<file path="config.mk">
export PLATFORM = sky130hd
export DESIGN_NAME = pc
export DESIGN_NICKNAME = d
export VERILOG_FILES = /design/src/rtl/pc_pkg.sv /design/src/rtl/pc_next.sv /design/src/rtl/pc.sv
export SDC_FILE = /design/constraint.sdc
export NUM_CORES = 1
export LEC_CHECK = 0
export ABC_AREA = 1
export BUFFER_PORTS_ARGS = -buffer_cell sky130_fd_sc_hd__buf_2
export CORE_AREA = 4 4 41 43
export DETAILED_ROUTE_END_ITERATION = 8
export DIE_AREA = 0 0 45 47
export RECOVER_POWER = 25
export SETUP_SLACK_MARGIN = 0.1
export SYNTH_ARGS = -nofsm -noshare
export SYNTH_HDL_FRONTEND = slang
export SYNTH_SLANG_ARGS = --single-unit
</file>
<file path="constraint.sdc">
create_clock -name i_Timming -period 1.6 [get_ports i_Timming]
set_input_delay 0.16 -clock i_Timming [delete_from_list [all_inputs] [get_ports i_Timming]]
set_output_delay 0.16 -clock i_Timming [all_outputs]
set_load 0.02 [all_outputs]
</file>
<file path="src/rtl/pc_pkg.sv">
// rtl/pc_pkg.sv - shared program-counter width, reset address and address type
// Used by pc, pc_next and the neighbouring stack/fetch blocks.
package pc_pkg;

  localparam int PC_WIDTH = 8;
  localparam logic [PC_WIDTH-1:0] PC_RESET_ADDR = 8'h00;

  typedef logic [PC_WIDTH-1:0] pc_addr_t;

endpackage

</file>
<file path="src/rtl/pc_next.sv">
// rtl/pc_next.sv - combinational next-address mux and return-address adder
// Ports:
//   pc        current program counter
//   jump      jump request
//   target    jump target address
//   next_addr value the register loads at the next edge
//   ret_addr  pc + 1, wrapping modulo 2^WIDTH
module pc_next
  import pc_pkg::*;
#(
  parameter int WIDTH = PC_WIDTH
) (
  input  logic [WIDTH-1:0] pc,
  input  logic             jump,
  input  logic [WIDTH-1:0] target,
  output logic [WIDTH-1:0] next_addr,
  output logic [WIDTH-1:0] ret_addr
);

  // Single adder serves both the increment path and the return address;
  // the carry-out is dropped so FF wraps to 00.
  logic [WIDTH-1:0] incr;

  always_comb begin
    incr      = pc + WIDTH'(1);
    ret_addr  = incr;
    next_addr = jump ? target : incr;
  end

endmodule

</file>
<file path="src/rtl/pc.sv">
// rtl/pc.sv - program counter register with async reset and jump load
// Ports:
//   i_Timming          clock, rising edge
//   i_Rst              asynchronous active-high reset
//   i_Senal_de_salto   jump request
//   i_Direccion_salto  jump target
//   o_Fetch            current instruction-fetch address (registered)
//   o_Stack            return address, o_Fetch + 1 (combinational from pc only)
module pc
  import pc_pkg::*;
#(
  parameter int               WIDTH      = PC_WIDTH,
  parameter logic [WIDTH-1:0] RESET_ADDR = PC_RESET_ADDR
) (
  input  logic             i_Timming,
  input  logic             i_Rst,
  input  logic             i_Senal_de_salto,
  input  logic [WIDTH-1:0] i_Direccion_salto,
  output logic [WIDTH-1:0] o_Fetch,
  output logic [WIDTH-1:0] o_Stack
);

  logic [WIDTH-1:0] pc_q;
  logic [WIDTH-1:0] next_addr;
  logic [WIDTH-1:0] ret_addr;

  pc_next #(
    .WIDTH(WIDTH)
  ) u_next (
    .pc        (pc_q),
    .jump      (i_Senal_de_salto),
    .target    (i_Direccion_salto),
    .next_addr (next_addr),
    .ret_addr  (ret_addr)
  );

  always_ff @(posedge i_Timming or posedge i_Rst) begin
    if (i_Rst) begin
      pc_q <= RESET_ADDR;
    end else begin
      pc_q <= next_addr;
    end
  end

  assign o_Fetch = pc_q;
  assign o_Stack = ret_addr;

endmodule

</file>
==> impl_metrics.csv, run 1 <==
group,metric,value,unit
clocking,clock_latency,0.26,ns
clocking,cts.path.max_buffers,2,
setup_path,slowest_stage,"dfrtp_1",
die,dieArea,2120,µm²
clocking,cts_tree,"yes",
grt,grtUsageTotal,12.9,%
final_layout,nNetsFinal,107,
hold_path,hold_class,"input pin to flip-flop",
drt,first_pass_iters,4,
synthesis,postSynthRegisterBits,8,
clocking,cts_made_buffers,3,
die,die_w,45,µm
drt,wl,1.15,mm
synthesis,ys_seq_area_share,45.5,%
setup_path,r2r_slack,0.50,ns
grt,grt_pass1_vias,478,
drt,drc,0,
placed_design,routabilityCongestion,0.676,
setup_path,critPathTopFamily,"flip-flops",
die,die_h,47,µm
sta,min_period_over_period,96.1,%
final_layout,seq_area,201,µm²
synthesis,synthCells,60,
setup_path,critPathCaptureType,"primary output",
setup_path,cp_data_arrival_time,1.38,ns
grt,grt_pass1_wl,1.93,mm
sta,drv_slew,0,
synthesis,syn_nets,72,
final_layout,final-instance-count-excl-fill,108,
placed_design,hpwlAfterDp,868,µm
sta,max_freq,651,MHz
die,placementRows,13,
setup_path,path_class,"flip-flop to primary output",
final_layout,syn2layout_area_growth,54.0,%
sta,final-hold-violation-count,0,
grt,overflow,0,
grt,grt_max_degree,12,
clocking,h-tree-depth,1,
status,status,"complete, no violations",
final_layout,multi_input_area,238,µm²
final_layout,largest_reg_flops,8,
run,max-cap-violations,0,
synthesis,yosys_warnings,0,
final_layout,layout-drive-gt1-share,43.0,%
pwr,p_per_area,986,nW/µm²
drt,ant_nets,0,
sta,finalSetupViolCount,0,
sta,rsz0062_at_grt,"true",
synthesis,ys_types,12,
sta,fin_crit,1.54,ns
synthesis,synth_area_per_cell,7.34,µm²
final_layout,antenna_cells,0,
drt,post_drt_wl_per_cell,10.7,µm
placed_design,port_buffers,26,
die,pin_count,27,
setup_path,worstPathCellList,"ha_2 > nand3_2 > o21bai_1 > and2_1 > buf_6",
final_layout,utilization,52.1,%
synthesis,synth_area,440,µm²
drt,viasPerCell,4.54,
sta,maxSlewHeadroom,79.0,%
drt,vias,490,
clocking,clk_pin_slew,0.06,ns
setup_path,cp_max_fo,3,
setup_path,path_buf_inv,1,
clocking,clockRootBuffer,"clkbuf_4",
sta,tns,0,ns
sta,fin_worst_skew,0.00568,ns
die,core-area,1300,µm²
grt,antenna_found_initial,0,
sta,holdWs,0.0999,ns
pwr,power.leakage,0.000375,µW
placed_design,place_inst,100,
pwr,vdd_drop_max,0.000434,V
setup_path,cp-start-kind,"flip-flop",
die,start_util,33.8,%
pwr,power,669,µW
clocking,cts.sinks,8,
setup_path,critPathMaxStageDelay,0.36,ns
drt,drt_iter0_markers,10,
final_layout,fill_cells,150,
setup_path,required,1.44,ns
sta,tightestPinTransition,0.314,ns
stage by stage:
step	setup slack [ns]	area [µm²]
final	0.0628	678
after floorplan	0.208	440
after detailed placement	0.233	586
after global routing	-0.0267	678
after global placement	0.263	586
after CTS	0.0606	656
metal layers:
metal  routed length (µm)  global-route usage [%]  up-vias
met1                  510                    15.6      220
met4                    6                    8.77        0
met3                   92                    2.30        2
met5                    0                       0        -
met2                  545                    20.9       18
li1                     -                       -      250
cells in the final DEF (no fill, tap or decap):
cell           count
nand3_2            2
xor2_1             2
nand3_1            3
and2_1             2
xnor2_1            1
clkbuf_4           3
dlygate4sd3_1      1
ha_2               1
o21bai_1           2
buf_2             24
nor2_1             1
dfrtp_2            1
dfrtp_1            7
buf_4              5
buf_6              1
nor2_2             3
nand2_1           27
inv_1              5
o21ai_0            2
worst reg2reg max path: stages, from the launching register on:
cell and delay, ns:
dfrtp_1 0.38, ha_2 0.20, nand3_2 0.10, xor2_1 0.19
o21ai_0 0.10
report_power, final:
| part | leakage (µW) | internal, µW | switching, µW |
|---|---|---|---|
| Sequential | 0.0000956 | 227 | 24.7 |
| Combinational | 0.000265 | 103 | 156 |
| Clock | 0.0000138 | 86.2 | 73.1 |
Yosys cell counts (all sizes together):
master	count	area, µm²
dfrtp	8	200
o21ai	2	10.0
nand3	5	25.0
nand2	27	101
ha	1	12.5
clkbuf	1	3.75
inv	5	18.8
xor2	2	17.5
nor2	4	15.0
o21bai	2	15.0
and2	2	12.5
xnor2	1	8.76
final timing paths:
check | start | endpoint | cells past startpoint
min | i_Direccion_salto[7] | o_Fetch[7] | 3
max | o_Fetch[1] | o_Stack[6] | 5
max reg2reg | o_Fetch[0] | o_Fetch[4] | 4
max in group asynchronous | i_Rst | o_Fetch[2] | 3
min reg2reg | o_Fetch[7] | o_Fetch[7] | 4
min in group asynchronous | i_Rst | o_Fetch[5] | 3
area by class of cell:
class,count,area share [%]
Multi-Input combinational cell,46,35.1
Sequential cell,8,29.7
Timing Repair Buffer,31,26.4
Clock buffer,3,3.32
Inverter,5,2.77
Tap cell,15,2.77
cells by family after synthesis:
| kind of cell | after synthesis | synth area share (%) |
|---|---|---|
| AOI/OAI and AO/OA | 4 | 5.68 |
| xor gates and xnor gates | 3 | 5.97 |
| adders and majority gates | 1 | 2.84 |
| buffers and inverters | 6 | 5.11 |
| DFF | 8 | 45.5 |
| and+or+nand+nor | 38 | 34.9 |
timing repair:
item | in CTS | in global routing
resized for setup | 4 | 6
hold buffers | 1 | 0
hold endpoints to repair | 8 | 0
cloned | 0 | 0
pin swaps | 2 | 4
buffers inserted | 3 | 1
setup endpoints to repair | 3 | 6
Note: power is estimated with default switching activity, not from simulation.
==> inputs of run 2 (changes only) <==
Settings changed: CORE_AREA 4 4 41 43 to 2 2 39 41, DIE_AREA 0 0 45 47 to 0 0 41 43, GPL_TIMING_DRIVEN from default to 1, PLACE_DENSITY from default to 0.75.
==> impl_metrics.csv, run 2 (synthesis gave the netlist of run 1 again) <==
group,metric,value,unit
setup_path,path_class,"flip-flop to primary output",
sta,fin_worst_skew,0.00186,ns
sta,tns,0,ns
run,max-cap-violations,0,
drt,post_drt_wl_per_cell,10.9,µm
die,placementRows,14,
placed_design,hpwlAfterDp,821,µm
setup_path,required,1.44,ns
die,pin_count,27,
pwr,power,670,µW
final_layout,antenna_cells,0,
sta,holdWs,0.104,ns
final_layout,nNetsFinal,107,
grt,overflow,0,
placed_design,routabilityCongestion,0.742,
final_layout,largest_reg_flops,8,
drt,wl,1.19,mm
grt,grt_pass1_wl,1.73,mm
pwr,power.leakage,0.000379,µW
final_layout,layout-drive-gt1-share,43.0,%
grt,grtUsageTotal,14.6,%
final_layout,mostFrequentLayoutCell,"nand2_1",
drt,first_pass_iters,5,
sta,finalSetupViolCount,0,
clocking,cts_made_buffers,3,
drt,ant_nets,0,
sta,fin_crit,1.52,ns
drt,viasPerCell,4.60,
clocking,h-tree-depth,1,
die,die_h,43,µm
grt,antenna_found_initial,0,
setup_path,cp-start-kind,"flip-flop",
sta,min_period_over_period,95.3,%
setup_path,cp_max_fo,3,
setup_path,critPathCaptureType,"primary output",
clocking,cts_tree,"yes",
drt,drc,0,
sta,maxSlewHeadroom,79.2,%
die,dieArea,1760,µm²
clocking,cts.path.max_buffers,2,
hold_path,hold_class,"input pin to flip-flop",
drt,vias,501,
die,die_w,41,µm
pwr,vdd_drop_max,0.000509,V
clocking,clock_latency,0.25,ns
placed_design,port_buffers,26,
sta,rsz0062_at_grt,"true",
sta,drv_slew,0,
grt,grt_pass1_vias,430,
sta,tightestPinTransition,0.312,ns
clocking,clk_pin_slew,0.05,ns
clocking,clockRootBuffer,"clkbuf_4",
setup_path,cp_data_arrival_time,1.36,ns
final_layout,final_cell_mix,"nand2_1, buf_2, dfrtp_1",
die,start_util,31.8,%
final_layout,utilization,49.5,%
sta,final-hold-violation-count,0,
final_layout,syn2layout_area_growth,55.7,%
clocking,cts.sinks,8,
die,core-area,1380,µm²
drt,drt_iter0_markers,9,
status,status,"complete, no violations",
grt,grt_max_degree,12,
sta,max_freq,656,MHz
pwr,p_per_area,978,nW/µm²
==> run 2: cell counts in the layout (fill, tap and decap cells not counted) <==
Identical to the previous run, type by type.
==> run 2: routing by layer <==
layer | vias to the layer above | routed length (µm) | global-route usage, %
met1 | 228 | 463 | 16.2
met5 | - | 0 | 0
li1 | 252 | - | -
met2 | 21 | 637 | 23.8
met4 | 0 | 0 | 6.00
met3 | 0 | 88 | 5.24
==> run 2: layout make-up <==
| class | instances | area [µm²] |
|---|---|---|
| timing repair buffer | 31 | 185 |
| tap | 16 | 20.0 |
| multi-input combinational | 46 | 238 |
| fill | 141 | 698 |
| inverter | 5 | 18.8 |
| sequential | 8 | 201 |
| clock buffer | 3 | 22.5 |
==> run 2: repair_timing <==
action / in CTS / in global routing
hold buffers: 1 / 0
pin swaps: 2 / 4
buffers inserted: 3 / 1
endpoints found under the setup margin: 2 / 6
gates resized for setup: 5 / 7
endpoints found under the hold margin: 8 / 0
==> run 2: through the flow <==
stage,area [µm²],std cells,worst slack [ns]
2_1_floorplan,440,60,0.208
3_3_place_gp,587,101,0.276
3_5_place_dp,587,101,0.241
4_1_cts,658,108,0.0598
5_1_grt,686,109,0.0175
6_report,686,109,0.0751
==> run 2: final timing paths <==
kind	startpoint	end	slack, ns	cells after the start
worst min-delay path	i_Direccion_salto[6]	o_Fetch[6]	0.10	3
worst max-delay path	o_Fetch[0]	o_Stack[6]	0.08	5
worst min register to register	o_Fetch[7]	o_Fetch[7]	0.62	4
min in group asynchronous	i_Rst	o_Fetch[6]	0.40	3
worst max register to register	o_Fetch[0]	o_Fetch[4]	0.49	4
max in group asynchronous	i_Rst	o_Fetch[2]	0.95	3
==> run 2: power breakdown <==
group	total (µW)	internal [µW]	switching, µW
Combinational	267	108	159
Sequential	253	227	26.3
Clock	150	85.6	64.4
Total	670	421	250
==> run 2: critical path, stage by stage, from the launching register on <==
cell      delay [ns]
dfrtp_1         0.36
ha_2            0.21
nand3_2         0.10
o21bai_1        0.18
and2_4          0.17
buf_6           0.10
